==> src/rtl/conv_pkg.sv <==
// Shared constants and FSM state encoding for the 3x3 convolution window feeder.
package conv_pkg;

    localparam int KERNEL_TAPS = 9;
    localparam int KERNEL_DIM  = 3;

    localparam int DEF_IMG_W  = 8;
    localparam int DEF_IMG_H  = 8;
    localparam int DEF_DATA_W = 8;

    localparam logic [1:0] ST_IDLE  = 2'd0;
    localparam logic [1:0] ST_RUN   = 2'd1;
    localparam logic [1:0] ST_FLUSH = 2'd2;
    localparam logic [1:0] ST_DONE  = 2'd3;

    typedef enum logic [1:0] {
        S_IDLE  = ST_IDLE,
        S_RUN   = ST_RUN,
        S_FLUSH = ST_FLUSH,
        S_DONE  = ST_DONE
    } state_e;

endpackage

==> src/rtl/conv_addr_gen.sv <==
// Tap/column/row walker for stride-1 unpadded 3x3 windows; produces the pixel
// address and weight index of the current tap plus a last-beat flag.
module conv_addr_gen
    import conv_pkg::*;
#(
    parameter int IMG_W  = DEF_IMG_W,
    parameter int IMG_H  = DEF_IMG_H,
    parameter int ADDR_W = 6,
    parameter int COL_W  = $clog2(IMG_W),
    parameter int ROW_W  = $clog2(IMG_H)
) (
    input  logic              clk,
    input  logic              rst,
    input  logic              clear,
    input  logic              step,
    output logic [COL_W-1:0]  col,
    output logic [ROW_W-1:0]  row,
    output logic [ADDR_W-1:0] pix_addr,
    output logic [3:0]        w_idx,
    output logic              last_beat
);

    localparam logic [COL_W-1:0]  COL_LAST = COL_W'(IMG_W - KERNEL_DIM);
    localparam logic [ROW_W-1:0]  ROW_LAST = ROW_W'(IMG_H - KERNEL_DIM);
    localparam logic [1:0]        K_LAST   = 2'(KERNEL_DIM - 1);
    localparam logic [ADDR_W-1:0] IMG_W_A  = ADDR_W'(IMG_W);

    // Tap is kept as (kernel row, kernel col) so no divide by 3 is needed.
    logic [1:0]       kr_q, kr_d;
    logic [1:0]       kc_q, kc_d;
    logic [COL_W-1:0] col_q, col_d;
    logic [ROW_W-1:0] row_q, row_d;

    // Counter advance with nested wraps: tap -> window column -> window row.
    always_comb begin
        kr_d  = kr_q;
        kc_d  = kc_q;
        col_d = col_q;
        row_d = row_q;
        if (clear) begin
            kr_d  = 2'd0;
            kc_d  = 2'd0;
            col_d = '0;
            row_d = '0;
        end else if (step) begin
            if (kc_q == K_LAST) begin
                kc_d = 2'd0;
                if (kr_q == K_LAST) begin
                    kr_d = 2'd0;
                    if (col_q == COL_LAST) begin
                        col_d = '0;
                        if (row_q == ROW_LAST) begin
                            row_d = '0;
                        end else begin
                            row_d = row_q + ROW_W'(1);
                        end
                    end else begin
                        col_d = col_q + COL_W'(1);
                    end
                end else begin
                    kr_d = kr_q + 2'd1;
                end
            end else begin
                kc_d = kc_q + 2'd1;
            end
        end else begin
            kc_d = kc_q;
        end
    end

    // Counter state registers.
    always_ff @(posedge clk or negedge rst) begin
        if (!rst) begin
            kr_q  <= 2'd0;
            kc_q  <= 2'd0;
            col_q <= '0;
            row_q <= '0;
        end else begin
            kr_q  <= kr_d;
            kc_q  <= kc_d;
            col_q <= col_d;
            row_q <= row_d;
        end
    end

    assign col       = col_q;
    assign row       = row_q;
    assign w_idx     = 4'(kr_q) * 4'(KERNEL_DIM) + 4'(kc_q);
    assign pix_addr  = (ADDR_W'(row_q) + ADDR_W'(kr_q)) * IMG_W_A
                     + ADDR_W'(col_q) + ADDR_W'(kc_q);
    assign last_beat = (kr_q == K_LAST) && (kc_q == K_LAST)
                     && (col_q == COL_LAST) && (row_q == ROW_LAST);

endmodule

==> src/rtl/conv_window_feeder.sv <==
// Streams truncated pixel*weight products for every 3x3 window of a stored
// image into a downstream accumulator, followed by one zero flush beat.
module conv_window_feeder
    import conv_pkg::*;
#(
    parameter int DATA_W = DEF_DATA_W,
    parameter int IMG_W  = DEF_IMG_W,
    parameter int IMG_H  = DEF_IMG_H,
    parameter int ADDR_W = 6
) (
    input  logic              clk,
    input  logic              rst,
    input  logic              cfg_we,
    input  logic              cfg_sel,
    input  logic [ADDR_W-1:0] cfg_addr,
    input  logic [DATA_W-1:0] cfg_data,
    input  logic              start,
    input  logic              hold,
    output logic              acc_valid,
    output logic [DATA_W-1:0] acc_in,
    output logic              flush,
    output logic [2:0]        win_row,
    output logic [2:0]        win_col,
    output logic              busy,
    output logic              done
);

    localparam int               NPIX   = IMG_W * IMG_H;
    localparam int               COL_W  = $clog2(IMG_W);
    localparam int               ROW_W  = $clog2(IMG_H);
    localparam logic [ADDR_W:0]  NPIX_L = (ADDR_W + 1)'(NPIX);
    localparam logic [ADDR_W-1:0] W_MAX = ADDR_W'(KERNEL_TAPS - 1);

    logic [DATA_W-1:0] pix_mem [NPIX];
    logic [DATA_W-1:0] w_mem   [KERNEL_TAPS];

    state_e            state_q, state_d;
    logic              acc_valid_q, acc_valid_d;
    logic [DATA_W-1:0] acc_in_q, acc_in_d;
    logic              flush_q, flush_d;
    logic [2:0]        win_row_q, win_row_d;
    logic [2:0]        win_col_q, win_col_d;
    logic              busy_q, busy_d;
    logic              done_q, done_d;

    logic              gen_clear_s, gen_step_s, last_beat_s;
    logic [COL_W-1:0]  col_s;
    logic [ROW_W-1:0]  row_s;
    logic [ADDR_W-1:0] pix_addr_s;
    logic [3:0]        w_idx_s;
    logic              pix_we_s, w_we_s;
    logic [DATA_W-1:0] prod_s;

    conv_addr_gen #(
        .IMG_W  (IMG_W),
        .IMG_H  (IMG_H),
        .ADDR_W (ADDR_W),
        .COL_W  (COL_W),
        .ROW_W  (ROW_W)
    ) u_addr_gen (
        .clk       (clk),
        .rst       (rst),
        .clear     (gen_clear_s),
        .step      (gen_step_s),
        .col       (col_s),
        .row       (row_s),
        .pix_addr  (pix_addr_s),
        .w_idx     (w_idx_s),
        .last_beat (last_beat_s)
    );

    assign pix_we_s = cfg_we && (state_q == S_IDLE) && !cfg_sel
                    && ({1'b0, cfg_addr} < NPIX_L);
    assign w_we_s   = cfg_we && (state_q == S_IDLE) && cfg_sel
                    && (cfg_addr <= W_MAX);

    // Storage is deliberately not reset; only writes from IDLE land.
    always_ff @(posedge clk) begin
        if (pix_we_s) begin
            pix_mem[cfg_addr] <= cfg_data;
        end
        if (w_we_s) begin
            w_mem[cfg_addr[3:0]] <= cfg_data;
        end
    end

    // Product in DATA_W-bit context keeps only the low bits.
    assign prod_s = pix_mem[pix_addr_s] * w_mem[w_idx_s];

    // Next-state and registered-output decode.
    always_comb begin
        state_d     = state_q;
        acc_valid_d = 1'b0;
        acc_in_d    = acc_in_q;
        flush_d     = 1'b0;
        win_row_d   = win_row_q;
        win_col_d   = win_col_q;
        busy_d      = busy_q;
        done_d      = 1'b0;
        gen_clear_s = 1'b0;
        gen_step_s  = 1'b0;
        case (state_q)
            S_IDLE: begin
                busy_d = 1'b0;
                if (start) begin
                    // Tap 0 of window (0,0) issues in the start cycle for
                    // single-cycle latency.
                    acc_valid_d = 1'b1;
                    acc_in_d    = prod_s;
                    win_row_d   = 3'(row_s);
                    win_col_d   = 3'(col_s);
                    gen_step_s  = 1'b1;
                    busy_d      = 1'b1;
                    state_d     = S_RUN;
                end else begin
                    gen_clear_s = 1'b1;
                end
            end
            S_RUN: begin
                if (!hold) begin
                    acc_valid_d = 1'b1;
                    acc_in_d    = prod_s;
                    win_row_d   = 3'(row_s);
                    win_col_d   = 3'(col_s);
                    gen_step_s  = 1'b1;
                    if (last_beat_s) begin
                        state_d = S_FLUSH;
                    end else begin
                        state_d = S_RUN;
                    end
                end else begin
                    state_d = S_RUN;
                end
            end
            S_FLUSH: begin
                if (!hold) begin
                    acc_valid_d = 1'b1;
                    acc_in_d    = '0;
                    flush_d     = 1'b1;
                    state_d     = S_DONE;
                end else begin
                    state_d = S_FLUSH;
                end
            end
            S_DONE: begin
                done_d  = 1'b1;
                busy_d  = 1'b0;
                state_d = S_IDLE;
            end
            default: begin
                busy_d  = 1'b0;
                state_d = S_IDLE;
            end
        endcase
    end

    // State and output registers.
    always_ff @(posedge clk or negedge rst) begin
        if (!rst) begin
            state_q     <= S_IDLE;
            acc_valid_q <= 1'b0;
            acc_in_q    <= '0;
            flush_q     <= 1'b0;
            win_row_q   <= 3'd0;
            win_col_q   <= 3'd0;
            busy_q      <= 1'b0;
            done_q      <= 1'b0;
        end else begin
            state_q     <= state_d;
            acc_valid_q <= acc_valid_d;
            acc_in_q    <= acc_in_d;
            flush_q     <= flush_d;
            win_row_q   <= win_row_d;
            win_col_q   <= win_col_d;
            busy_q      <= busy_d;
            done_q      <= done_d;
        end
    end

    assign acc_valid = acc_valid_q;
    assign acc_in    = acc_in_q;
    assign flush     = flush_q;
    assign win_row   = win_row_q;
    assign win_col   = win_col_q;
    assign busy      = busy_q;
    assign done      = done_q;

endmodule

==> config.mk <==
export PLATFORM = sky130hd
export DESIGN_NAME = conv_window_feeder
export DESIGN_NICKNAME = d
export VERILOG_FILES = /design/src/rtl/conv_pkg.sv /design/src/rtl/conv_addr_gen.sv /design/src/rtl/conv_window_feeder.sv
export SDC_FILE = /design/constraint.sdc
export NUM_CORES = 1
export LEC_CHECK = 0
export BUFFER_PORTS_ARGS = -buffer_cell sky130_fd_sc_hd__buf_2
export CAP_MARGIN = 20
export CORE_ASPECT_RATIO = 1.4
export CORE_MARGIN = 5
export CORE_UTILIZATION = 26
export CTS_BUF_LIST = sky130_fd_sc_hd__clkbuf_4 sky130_fd_sc_hd__clkbuf_8
export CTS_CLUSTER_DIAMETER = 100
export DETAILED_ROUTE_END_ITERATION = 6
export GPL_TIMING_DRIVEN = 0
export PLACE_DENSITY = 0.43
export SYNTH_ARGS = -nofsm -noshare
export SYNTH_HDL_FRONTEND = slang
export SYNTH_SLANG_ARGS = --single-unit
==> constraint.sdc <==
create_clock -name clk -period 7.6 [get_ports clk]
set_input_delay 0 -clock clk [delete_from_list [all_inputs] [get_ports clk]]
set_output_delay 0 -clock clk [all_outputs]
set_load 0.005 [all_outputs]
======== After elaboration in Yosys (flattened, before gate mapping) ========
Memory sizes are Yosys's and may differ from the RTL's.
Index checks and enable logic that the tools add are counted.
cells by class
  add/subtract/negate cells ............... 8
  $mul .................................... 2
  magnitude comparators ................... 1
  equality and inequality tests ........... 10
  multiplexer cells ....................... 46
  reduce and logical (&&, ||, !) cells .... 22
operator list
  cell                   count
  $mux W3                15
  $mux W8                3
  $pmux W8 S3            1
  $mux W2                10
  $pmux W3 S2            2
  $reduce_bool A2 Y1     6
  $mux W1                11
  $eq A2 B2 Y1 const B   4
  $mul A8 B8 Y8          1
  $pmux W2 S4            1
  $reduce_and A4 Y1      2
  $logic_and A1 B1 Y1    7
  $add A3 B1 Y3 const B  2
  $add A6 B2 Y6          1
  $add A6 B3 Y6          1
  $eq A3 B3 Y1 const B   2
  $le A6 B4 Y1 const B   1
  $ne A2 B2 Y1 const B   3
  $pmux W1 S2            3
  $reduce_and A3 Y1      2
  $add A2 B1 Y2 const B  2
  $add A4 B2 Y4          1
  $mul A2 B2 Y4 const B  1
  $add A3 B2 Y3          1
  other kinds (6)        6
storage, ports and cells
  flip-flop bits (word level) ............. 30
  RAM bits ................................ 584
  input port bits ......................... 20
  output and inout port bits .............. 18
  word-level logic and storage cells ...... 103
  memories kept ........................... 2
memory list
  name     depth  width  rd ports  clocked after memory_dff  wr ports  line                      text
  pix_mem  64     8      1         0                         1         conv_window_feeder.sv:34  logic [DATA_W-1:0] pix_mem [NPIX];
  w_mem    9      8      1         0                         1         conv_window_feeder.sv:35  logic [DATA_W-1:0] w_mem [KERNEL_TAPS];

======== Depth between registers and ports, before layout ========
Gate-level depths: netlist (run 1).
  word-level depth ........................ 7
  gate-level depth with buffers ........... 29
  mapped depth without buffers ............ 28

======== By module ========
From an unflattened synthesis (run 1), not the netlist that was laid out.
unflattened totals
  cell total of the unflattened synthesis .. 1343
  area, all modules ....................... 25428.1 um2
by module, submodules not included
  module              times used  cells an instance  area an instance (um2)  seq. area each (um2)
  conv_window_feeder  1           1264               24668.7                 18037.3
  conv_addr_gen       1           79                 759.5                   250.2

======== Least setup slack after synthesis (run 1) ========
Ideal clock, no wire load.
  kind .................................... reg-to-reg
  start ................................... register u_addr_gen.kc_q[0]
  end ..................................... register acc_in_q[7], in the netlist acc_in[7]
  arrival ................................. 6.340 ns
  required time ........................... 7.479 ns
  setup slack ............................. 1.139 ns
  stages on the path, launching flop included .. 28
  buffers on the path ..................... 4
  cell sequence ........................... dfrtp_1 > ha_1 > inv_1 > fa_1 > buf_2 > buf_2 > clkbuf_1 > buf_2 > mux4_2 > nand2_1 > a31oi_1 > o2111ai_2 > nand2_1 > nand2_1 > fa_1 > fa_1 > inv_1 > fa_1 > inv_1 > fa_1 > inv_1 > ha_1 > a21oi_1 > xnor2_1 > xnor2_1 > xnor2_2 > xnor3_1 > a22o_1
between the ends
  word-level cells in the longest chain between the ends .. 5
  elaborated cells on any way between the ends .. 8
  those cells by class .................... add/sub (2); mul (1); mux (3); memory (2)
ends and longest elaborated chain
  element                                          line                                                  text
  start: declaration                               conv_addr_gen.sv:30                                   logic [1:0] kc_q, kc_d;
  start signal: assignment                         conv_addr_gen.sv:80                                   kc_q <= kc_d;
  $add A6 B2 Y6 or $add A4 B2 Y4 (tied branches)   conv_addr_gen.sv:90, conv_addr_gen.sv:88
  $mem_v2 Z64 W8 or $mem_v2 Z9 W8 (tied branches)  n/a
  $mul A8 B8 Y8 (*)                                conv_window_feeder.sv:88                              assign prod_s = pix_mem[pix_addr_s] * w_mem[w_idx_s];
  $mux W8, on equally long branches                conv_window_feeder.sv:120, conv_window_feeder.sv:105
  $pmux W8 S3 (*)                                  conv_window_feeder.sv:102                             case (state_q)
  end signal: assignment                           conv_window_feeder.sv:171                             acc_in_q <= acc_in_d;
  end: declaration                                 conv_window_feeder.sv:39                              logic [DATA_W-1:0] acc_in_q, acc_in_d;
Every way passes the cells marked *; elsewhere a longest branch is shown, timed or not. The select of a mux whose other input is x is not followed.
A chain may end at the register's enable or synchronous reset.

======== Worst setup path after layout (run 1) ========
Same ends and word-level chain as after synthesis.

==> flow_metrics.tcl, run 1 <==
set metrics [dict create \
    r2r_start "u_addr_gen.kc_q[0]$_DFFE_PN0P_" \
    dpl.hpwl_um 52700 \
    async_flop_share_pct 4.89 \
    status "finished clean" \
    r2r_cells 27 \
    cts_buffers 95 \
    startpoint_type "flip-flop" \
    gp_congestion 0.883 \
    crit_path_frequent_cell "inv_1" \
    core-area_mm2 0.0970 \
    setup_ws_ps 254 \
    synthFlopType "edfxtp_1" \
    die_x_um 275 \
    clock-sinks 614 \
    viasPerCell 4.64 \
    postLayoutCoreUtil_pct 30.7 \
    first_pass_iters 6 \
    max_stage_delay_ps 610 \
    syn_nets 1427 \
    crit_type "flip-flop to flip-flop" \
    die_height_um 380 \
    hold_start "start" \
    synth_seq_cells 614 \
    yosysWarnings 0 \
    clock-skew-final_ps 48.0 \
    cp_data_arrival_time_ps 7990 \
    synth_common_cells "584 x edfxtp_1, 134 x mux4_2, 108 x nor2_1" \
    hold_slack_ps 104 \
    hold_viol 0 \
    clk_pin_slew_ps 80 \
    fin_crit_sh_pct 96.7 \
    syn2layout_area_growth_pct 16.8 \
    place_ws_ps -1410 \
    htree_levels 3 \
    synth_edf_count 584 \
    initial_utilization_pct 26.3 \
    grt_max_degree 74 \
    hold_path_class "input pin to flip-flop" \
    grt_overflow 0 \
    rsz0062_at_grt "false" \
    fin_crit_ps 7350 \
    cts_tree "done" \
    drv_cap 0 \
    first_global_vias 14185 \
    fin_nets 1593 \
    dieArea_mm2 0.104 \
    yosysUniqueCellTypes 64 \
    routed_wirelength_um 77000 \
    io_pins 38 \
    critPathMaxFanout 10 \
    clock_latency_ps 750 \
    hold_path_depth 4 \
    rrSetupSlack_ps 250 \
    hold_path_end "busy$_DFFE_PN0P_" \
    row_count 135 \
    synth.most_common_cell "edfxtp_1" \
    yosysSeqAreaShare_pct 71.8 \
    end_kind "flip-flop" \
    drt_iter0_drc 915 \
    grt_util_all_layers_pct 14.7 \
    report.final.slew_viol_count 0 \
    wl_per_cell_um 26.5 \
    antenna_found_initial 5 \
    r2r_end "acc_in[7]$_DFFE_PN0P_" \
    antenna_left 0 \
    clockBufferDepth 3 \
    drive_above_1_share_pct 25.9 \
    drc 0 \
    finalSetupViolations 0 \
    yosysTopAreaCell "edfxtp_1" \
    synth.top_cell.area_share_pct 68.9 \
    vias 13471 \
    avgSynthCellArea_um2 18.7 \
    grt_pass1_wl_um 108000 \
    crit_required_ps 8240 \
    yosys-top-cells-area "edfxtp_1 69%, mux4_2 12%, dfrtp_1 2.9%, mux2i_1 2.1%, nor2_1 1.6%" \
    max_freq_mhz 136 \
    synth_cells 1363 \
    tightestPinTransition_ps 1110 \
    synth_area_mm2 0.0255 \
    io_buffers 33 \
    cp_slowest_cell "fa_2" \
    slew_headroom_pct 25.3 \
    cts-root-buf "clkbuf_8" \
]
[critical path, delay by kind of cell, from the launching register on]
kind,cells,cell delay (ps)
flops,1,450
xor+xnor,4,930
mux,2,360
buf+inv,9,1440
compound gates,4,1000
fa+ha+maj,6,2670
simple gates,2,320
[cells by family (layout without fill, tap and decap cells)]
family	count (synthesis)	in the layout	synth area share, %
AO/OA/AOI/OAI	93	93	2.70
XOR/XNOR	24	24	1.04
adder cells (fa/ha/maj)	44	44	2.63
buffers and inverters	108	340	2.15
flip-flops	614	614	71.8
multiplexers	198	198	14.6
other	0	5	0
AND/OR/NAND/NOR	282	282	5.08
[state kept, by name (all words and copies together), names as in the netlist, 2 cells and up, named ones only]
register / flops
win_col: 3
win_row: 3
u_addr_gen.col: 3
pix_mem: 512
acc_in: 8
u_addr_gen.kr_q: 2
w_mem: 72
u_addr_gen.row: 3
u_addr_gen.kc_q: 2
[layout make-up]
class	count	area (µm²)
Multi-Input combinational cell	641	6750
Antenna cell	5	12.5
Fill cell	9585	67200
Tap cell	1301	1630
Inverter	42	158
Buffer	62	452
Clock inverter	39	267
Timing Repair Buffer	73	636
Sequential cell	614	18300
Clock buffer	124	1540
[metrics by stage]
stage | TNS, ps | instance area (µm²) | std cells
floorplan | 0 | 25500 | 1363
global placement | -2680 | 27300 | 2697
detailed placement | -2380 | 27500 | 2708
CTS | 0 | 29600 | 2892
global route | 0 | 29700 | 2897
finish | 0 | 29700 | 2901
[worst max path at each step]
stage,start,to,slack [ps],cells after the start
global placement,u_addr_gen.kc_q[0]$_DFFE_PN0P_,acc_in[7]$_DFFE_PN0P_,-1540,27
CTS,u_addr_gen.kc_q[0]$_DFFE_PN0P_,acc_in[7]$_DFFE_PN0P_,20,27
detailed placement,u_addr_gen.kc_q[0]$_DFFE_PN0P_,acc_in[7]$_DFFE_PN0P_,-1410,27
finish,u_addr_gen.kc_q[0]$_DFFE_PN0P_,acc_in[7]$_DFFE_PN0P_,250,27
floorplan,u_addr_gen.kc_q[0]$_DFFE_PN0P_,acc_in[7]$_DFFE_PN0P_,1140,27
global route,u_addr_gen.kc_q[0]$_DFFE_PN0P_,acc_in[7]$_DFFE_PN0P_,20,27
[repair_timing]
item,in CTS,in global routing
pin swaps,3,4
endpoints found under the hold margin,575,0
resized for setup,32,17
setup buffers,3,6
hold buffers,19,0
cloned,0,0
endpoints found under the setup margin,4,1
[routing by layer]
metal / track usage [%] / vias to the layer above / routed length [µm]
met5: 0 / - / 0
met4: 6.04 / 0 / 3030
met3: 2.88 / 133 / 3600
met2: 26.4 / 387 / 40900
met1: 17.1 / 7204 / 29500
li1: - / 5747 / -
[layout by cell type, fill, tap and decap left out, types with 21 or more instances in the layout]
master,netlist,routed
buf_4,11,23
clkbuf_8,0,98
mux2i_1,54,52
clkbuf_4,0,28
nor2_1,108,108
edfxtp_1,584,584
inv_1,42,42
dfrtp_1,30,30
mux4_2,134,134
nand2_1,80,80
buf_2,21,41
clkbuf_1,24,21
ha_1,28,28
Power of run 1 is not shown: default switching activity piles up to over one toggle a cycle in this logic, so the estimate is an artifact.
==> run 2, diff against run 1 <==
Settings changed: ABC_AREA set to 1, PLACE_DENSITY 0.43 to unset, PLACE_DENSITY_LB_ADDON set to 0.12.
==> flow_metrics.tcl, run 2 <==
set metrics [dict create \
    fin_crit_sh_pct 91.7 \
    first_pass_iters 6 \
    rsz0062_at_grt "false" \
    r2r_cells 35 \
    fin_crit_ps 6970 \
    crit_path_frequent_cell "nand2_1" \
    report.final.slew_viol_count 0 \
    syn_nets 2394 \
    final_common_cell "nand2_1" \
    end_kind "flip-flop" \
    fin_setup_tns_ps 0 \
    r2r_start "u_addr_gen.kr_q[1]$_DFFE_PN0P_" \
    routed_wirelength_um 97800 \
    max_stage_delay_ps 530 \
    yosys-top-cells-area "edfxtp_1 66%, nand3_1 10%, nand2_1 8.7%, dfrtp_1 2.8%, nor2_1 2.4%" \
    synth_seq_cells 614 \
    use_met3_pct 2.17 \
    critPathMaxFanout 9 \
    viasPerCell 4.70 \
    antenna_found_initial 1 \
    synth_common_cells "614 x nand2_1, 584 x edfxtp_1, 533 x nand3_1" \
    io_pins 38 \
    clock-skew-final_ps 19.1 \
    drv_cap 0 \
    clk_pin_slew_ps 60 \
    grt_max_degree 74 \
    drt_iter0_drc 1433 \
    cts_setup_buffers 0 \
    clock_latency_ps 710 \
    rrSetupSlack_ps 630 \
    cts_tree "done" \
    async_flop_share_pct 4.89 \
    synth_area_mm2 0.0265 \
    gr-usage-met1_pct 20.2 \
    fillers 10417 \
    slew_headroom_pct 20.1 \
    crit_type "flip-flop to flip-flop" \
    first_global_vias 18361 \
    crit_start "u_addr_gen.kr_q[1]$_DFFE_PN0P_" \
    synthFlopType "edfxtp_1" \
    cp_data_arrival_time_ps 7570 \
    htree_levels 3 \
    yosysSeqAreaShare_pct 69.0 \
    wl_per_cell_um 24.8 \
    hold_path_class "input pin to flip-flop" \
    startpoint_type "flip-flop" \
    avgSynthCellArea_um2 11.4 \
    die_height_um 388 \
    r2r_end "acc_in[7]$_DFFE_PN0P_" \
    grt_pass1_wl_um 136000 \
    cp_slowest_cell "fa_1" \
    row_count 138 \
    syn2layout_area_growth_pct 17.0 \
    final_cell_mix "614 x nand2_1, 584 x edfxtp_1, 533 x nand3_1" \
    dpl.hpwl_um 69500 \
    busiest_layer "met2" \
    gp_congestion 0.831 \
    tightestPinTransition_ps 1190 \
    crit_required_ps 8200 \
    clockBufferDepth 3 \
    synth.most_common_cell "nand2_1" \
    synth_edf_count 584 \
    cts_buffers 101 \
    met2_usage_pct 32.9 \
    io_buffers 37 \
    fin_nets 2593 \
    regMostFlops "pix_mem" \
    clock-sinks 614 \
    dieArea_mm2 0.109 \
    cts-root-buf "clkbuf_8" \
    synth.top_cell.area_share_pct 66.1 \
    drive_above_1_share_pct 14.4 \
    status "finished clean" \
    core-area_mm2 0.101 \
    yosysTopAreaCell "edfxtp_1" \
    hold_viol 0 \
    vias 18539 \
    grt_util_all_layers_pct 17.5 \
    max_freq_mhz 143 \
    largest_reg_flops 512 \
    initial_utilization_pct 26.2 \
    yosysUniqueCellTypes 49 \
    finalSetupViolations 0 \
    synth_cells 2330 \
    grt_overflow 0 \
    antenna_left 0 \
    critPathCapture "acc_in[7]$_DFFE_PN0P_" \
    drc 0 \
    yosysWarnings 0 \
    die_x_um 280 \
]
run 2: cell count changes after synthesis, sizes merged, moves of 33 or more:
cell,delta
mux2i,-54
nand2,+541
nand3,+525
o21ai,+33
nor2,+64
buf,+58
inv,+74
mux4,-137
run 2: worst min-delay path by stage:
stage,startpoint,end,slack (ps),cells past startpoint
floorplan,rst,asynchronous set/reset pin,-300,0
global placement,rst,acc_in[3]$_DFFE_PN0P_,80,1
detailed placement,rst,acc_in[2]$_DFFE_PN0P_,100,1
CTS,cfg_addr[3],pix_mem[58][5]$_DFFE_PP_,30,3
global route,cfg_addr[3],pix_mem[60][1]$_DFFE_PP_,60,3
finish,start,busy$_DFFE_PN0P_,100,4
run 2: stage by stage:
stage	cell area (µm²)	setup WS, ps	utilization [%]	hold WS (ps)	instances
after floorplan	26500	1910	-	-296	2330
after global placement	28400	301	28.0	78.9	3697
after detailed placement	28800	349	28.5	102	3732
after CTS	31000	301	30.6	31.8	3938
after global routing	31000	75.0	30.7	61.0	3941
final	31000	628	30.7	99.5	3942
run 2: routing by layer:
layer	share of wire [%]	up-vias
met2	54	555
met5	0	-
met3	4.5	153
li1	-	8548
met1	38	9283
met4	3.5	0
run 2: cells by family (layout without fill, tap and decap cells):
group | Yosys count | after routing | synth area share [%]
buffers and inverters | 235 | 515 | 4.34
other | 0 | 2 | 0
AND/OR/NAND/NOR | 1354 | 1354 | 22.2
flip-flops | 614 | 614 | 69.0
XOR/XNOR | 7 | 7 | 0.330
adder cells (fa/ha/maj) | 44 | 44 | 2.53
AO/OA/AOI/OAI | 76 | 76 | 1.65
run 2: timing repair:
| item | 4_1_cts | 5_1_grt |
|---|---|---|
| endpoints found under the hold margin | 527 | 0 |
| endpoints found under the setup margin | 0 | 1 |
| hold buffers | 22 | 0 |
| gates resized for setup | 0 | 1 |
run 2: worst max-delay path: cells and delay by family, from the launching register on:
family                     cells  cell delay, ps
and+or+nand+nor               14            1120
AOI/OAI and AO/OA              2             670
DFF                            1             400
adders and majority gates      8            3220
buffers and inverters         11            1430
run 2: area by class of cell:
class	instances	area [µm²]	share of cell area (%)
diodes	2	5.00	0.0161
clock inverters	51	328	1.06
repair buffers	96	843	2.72
well taps	1330	1660	5.36
clock buffers	133	1640	5.30
flip-flops and latches	614	18300	58.9
plain buffers	118	701	2.26
inverters	117	449	1.45
multi-input cells	1481	7100	22.9
Power of run 2 is left out for the same reason.
==> run 3, diff against run 2 <==
Settings changed: SYNTH_HIERARCHICAL set to 1.
==> flow_metrics.tcl, run 3 <==
set metrics [dict create \
    drc 0 \
    r2r_end "acc_in[7]$_DFFE_PN0P_" \
    synth_area_mm2 0.0267 \
    cts_tree "done" \
    vias 19112 \
    gp_congestion 0.881 \
    fillers 10505 \
    synth_seq_cells 614 \
    row_count 139 \
    tightestPinTransition_ps 1090 \
    avgSynthCellArea_um2 11.2 \
    slew_headroom_pct 26.9 \
    cp_data_arrival_time_ps 7740 \
    final_common_cell "nand2_1" \
    clock-skew-final_ps 21.0 \
    wl_per_cell_um 25.8 \
    busiest_layer "met2" \
    first_global_vias 18895 \
    routed_wirelength_um 104000 \
    async_flop_share_pct 4.89 \
    final_cell_mix "783 x nand2_1, 584 x edfxtp_1, 493 x nand3_1" \
    grt_max_degree 74 \
    htree_levels 3 \
    clk_pin_slew_ps 60 \
    final_area_mm2 0.0314 \
    dieArea_mm2 0.109 \
    syn2layout_area_growth_pct 17.8 \
    rsz0062_at_grt "false" \
    yosysTopAreaCell "edfxtp_1" \
    use_met3_pct 2.54 \
    startpoint_type "flip-flop" \
    yosys-top-cells-area "edfxtp_1 66%, nand2_1 11%, nand3_1 9.2%, dfrtp_1 2.8%, nor2_1 1.9%" \
    status "finished clean" \
    synth_common_cells "783 x nand2_1, 584 x edfxtp_1, 493 x nand3_1" \
    grt_pass1_wl_um 144000 \
    max_freq_mhz 141 \
    synth_edf_count 584 \
    viasPerCell 4.75 \
    antenna_left 0 \
    largest_reg_flops 512 \
    yosysSeqAreaShare_pct 68.5 \
    cp_slowest_cell "fa_1" \
    crit_type "flip-flop to flip-flop" \
    rrSetupSlack_ps 510 \
    clockBufferDepth 3 \
    synth_cells 2388 \
    end_kind "flip-flop" \
    cts_buffers 96 \
    grt_util_all_layers_pct 18.7 \
    crit_required_ps 8250 \
    hold_start "cfg_we" \
    regMostFlops "pix_mem" \
    gr-usage-met1_pct 21.5 \
    r2r_cells 35 \
    max_stage_delay_ps 520 \
    drv_cap 0 \
    fin_crit_sh_pct 93.3 \
    clock_latency_ps 760 \
    io_pins 38 \
    fin_nets 2672 \
    hold_viol 0 \
    hold_path_class "input pin to flip-flop" \
    initial_utilization_pct 26.1 \
    drive_above_1_share_pct 14.4 \
    met2_usage_pct 35.1 \
    clock-sinks 614 \
    synth.top_cell.area_share_pct 65.7 \
    die_height_um 389 \
    hold_path_depth 5 \
    syn_nets 2452 \
    dpl_cell_area_mm2 0.0293 \
    grt_overflow 0 \
    r2r_start "u_addr_gen/col[0]$_DFFE_PN0P_" \
    antenna_found_initial 1 \
    yosysWarnings 6 \
    place_ws_ps 265 \
    drt_iter0_drc 1591 \
    fin_crit_ps 7090 \
    setup_ws_ps 507 \
    hold_path_end "w_mem[1][3]$_DFFE_PP_" \
    finalSetupViolations 0 \
    core-area_mm2 0.102 \
    critPathMaxFanout 10 \
    yosysUniqueCellTypes 43 \
    synth.most_common_cell "nand2_1" \
    die_x_um 281 \
    crit_path_frequent_cell "nand2_1" \
    report.final.slew_viol_count 0 \
    cts-root-buf "clkbuf_8" \
    io_buffers 37 \
    dpl.hpwl_um 71000 \
    first_pass_iters 7 \
    synthFlopType "edfxtp_1" \
]
[run 3: changes by cell type in the layout (fill, tap and decap cells not counted), sizes merged, moves of 3 or more]
cell,before,now
o221ai,0,4
o21ai,47,29
nand2,621,787
nand3,541,497
nor2,172,136
xor2,3,8
buf,175,205
nand4,5,2
clkbuf,151,138
dlygate4sd3,21,25
or2,7,1
inv,118,108
[run 3: what timing repair did]
| item | CTS | global route |
|---|---|---|
| hold buffers | 26 | 0 |
| setup endpoints to repair | 0 | 1 |
| hold endpoints to repair | 719 | 0 |
| gates resized for setup | 0 | 5 |
| buffers inserted | 0 | 0 |
[run 3: cell families after synthesis]
logic type / Yosys count / share of synthesized area (%)
compound gates: 60 / 1.34
fa+ha+maj: 44 / 2.51
buf+inv: 229 / 4.49
simple gates: 1431 / 22.8
flops: 614 / 68.5
xor+xnor: 10 / 0.328
[run 3: worst max path at each step]
stage / start / depth (start not counted) / to
after floorplan: u_addr_gen/kr_q[0]$_DFFE_PN0P_ / 32 / acc_in[7]$_DFFE_PN0P_
after global placement: u_addr_gen/col[0]$_DFFE_PN0P_ / 36 / acc_in[7]$_DFFE_PN0P_
after detailed placement: u_addr_gen/col[0]$_DFFE_PN0P_ / 37 / acc_in[7]$_DFFE_PN0P_
after CTS: u_addr_gen/col[0]$_DFFE_PN0P_ / 37 / acc_in[7]$_DFFE_PN0P_
after global routing: u_addr_gen/col[0]$_DFFE_PN0P_ / 36 / acc_in[7]$_DFFE_PN0P_
final: u_addr_gen/col[0]$_DFFE_PN0P_ / 35 / acc_in[7]$_DFFE_PN0P_
[run 3: final cells by class]
type | count | area, µm² | area share (%)
repair buffers | 123 | 1170 | 3.72
clock buffers | 126 | 1570 | 5.00
clock inverters | 50 | 300 | 0.955
inverters | 109 | 414 | 1.32
well taps | 1339 | 1680 | 5.33
flip-flops and latches | 614 | 18300 | 58.2
plain buffers | 119 | 782 | 2.49
multi-input cells | 1545 | 7230 | 23.0
diodes | 2 | 5.00 | 0.0159
[run 3: layer usage]
metal | part of all wire, % | up-vias
met2 | 54 | 663
li1 | - | 8701
met1 | 38 | 9567
met4 | 3.7 | 0
met3 | 4.5 | 181
met5 | 0 | -
[run 3: metrics by stage]
step	setup TNS, ps	hold WS, ps	utilization [%]	std cells
floorplan	0	-296	-	2388
global placement	-86.9	75.1	27.9	3764
detailed placement	0	82.2	28.6	3823
CTS	0	24.0	30.7	4025
global route	0	103	30.7	4026
finish	0	96.4	30.7	4027
[run 3: critical path, delay by kind of cell (launching register included)]
kind | cells | cell delay (ps)
compound gates | 2 | 410
simple gates | 16 | 1520
buf+inv | 9 | 1580
xor+xnor | 1 | 230
flops | 1 | 470
fa+ha+maj | 7 | 2750
Power of run 3 is left out for the same reason.
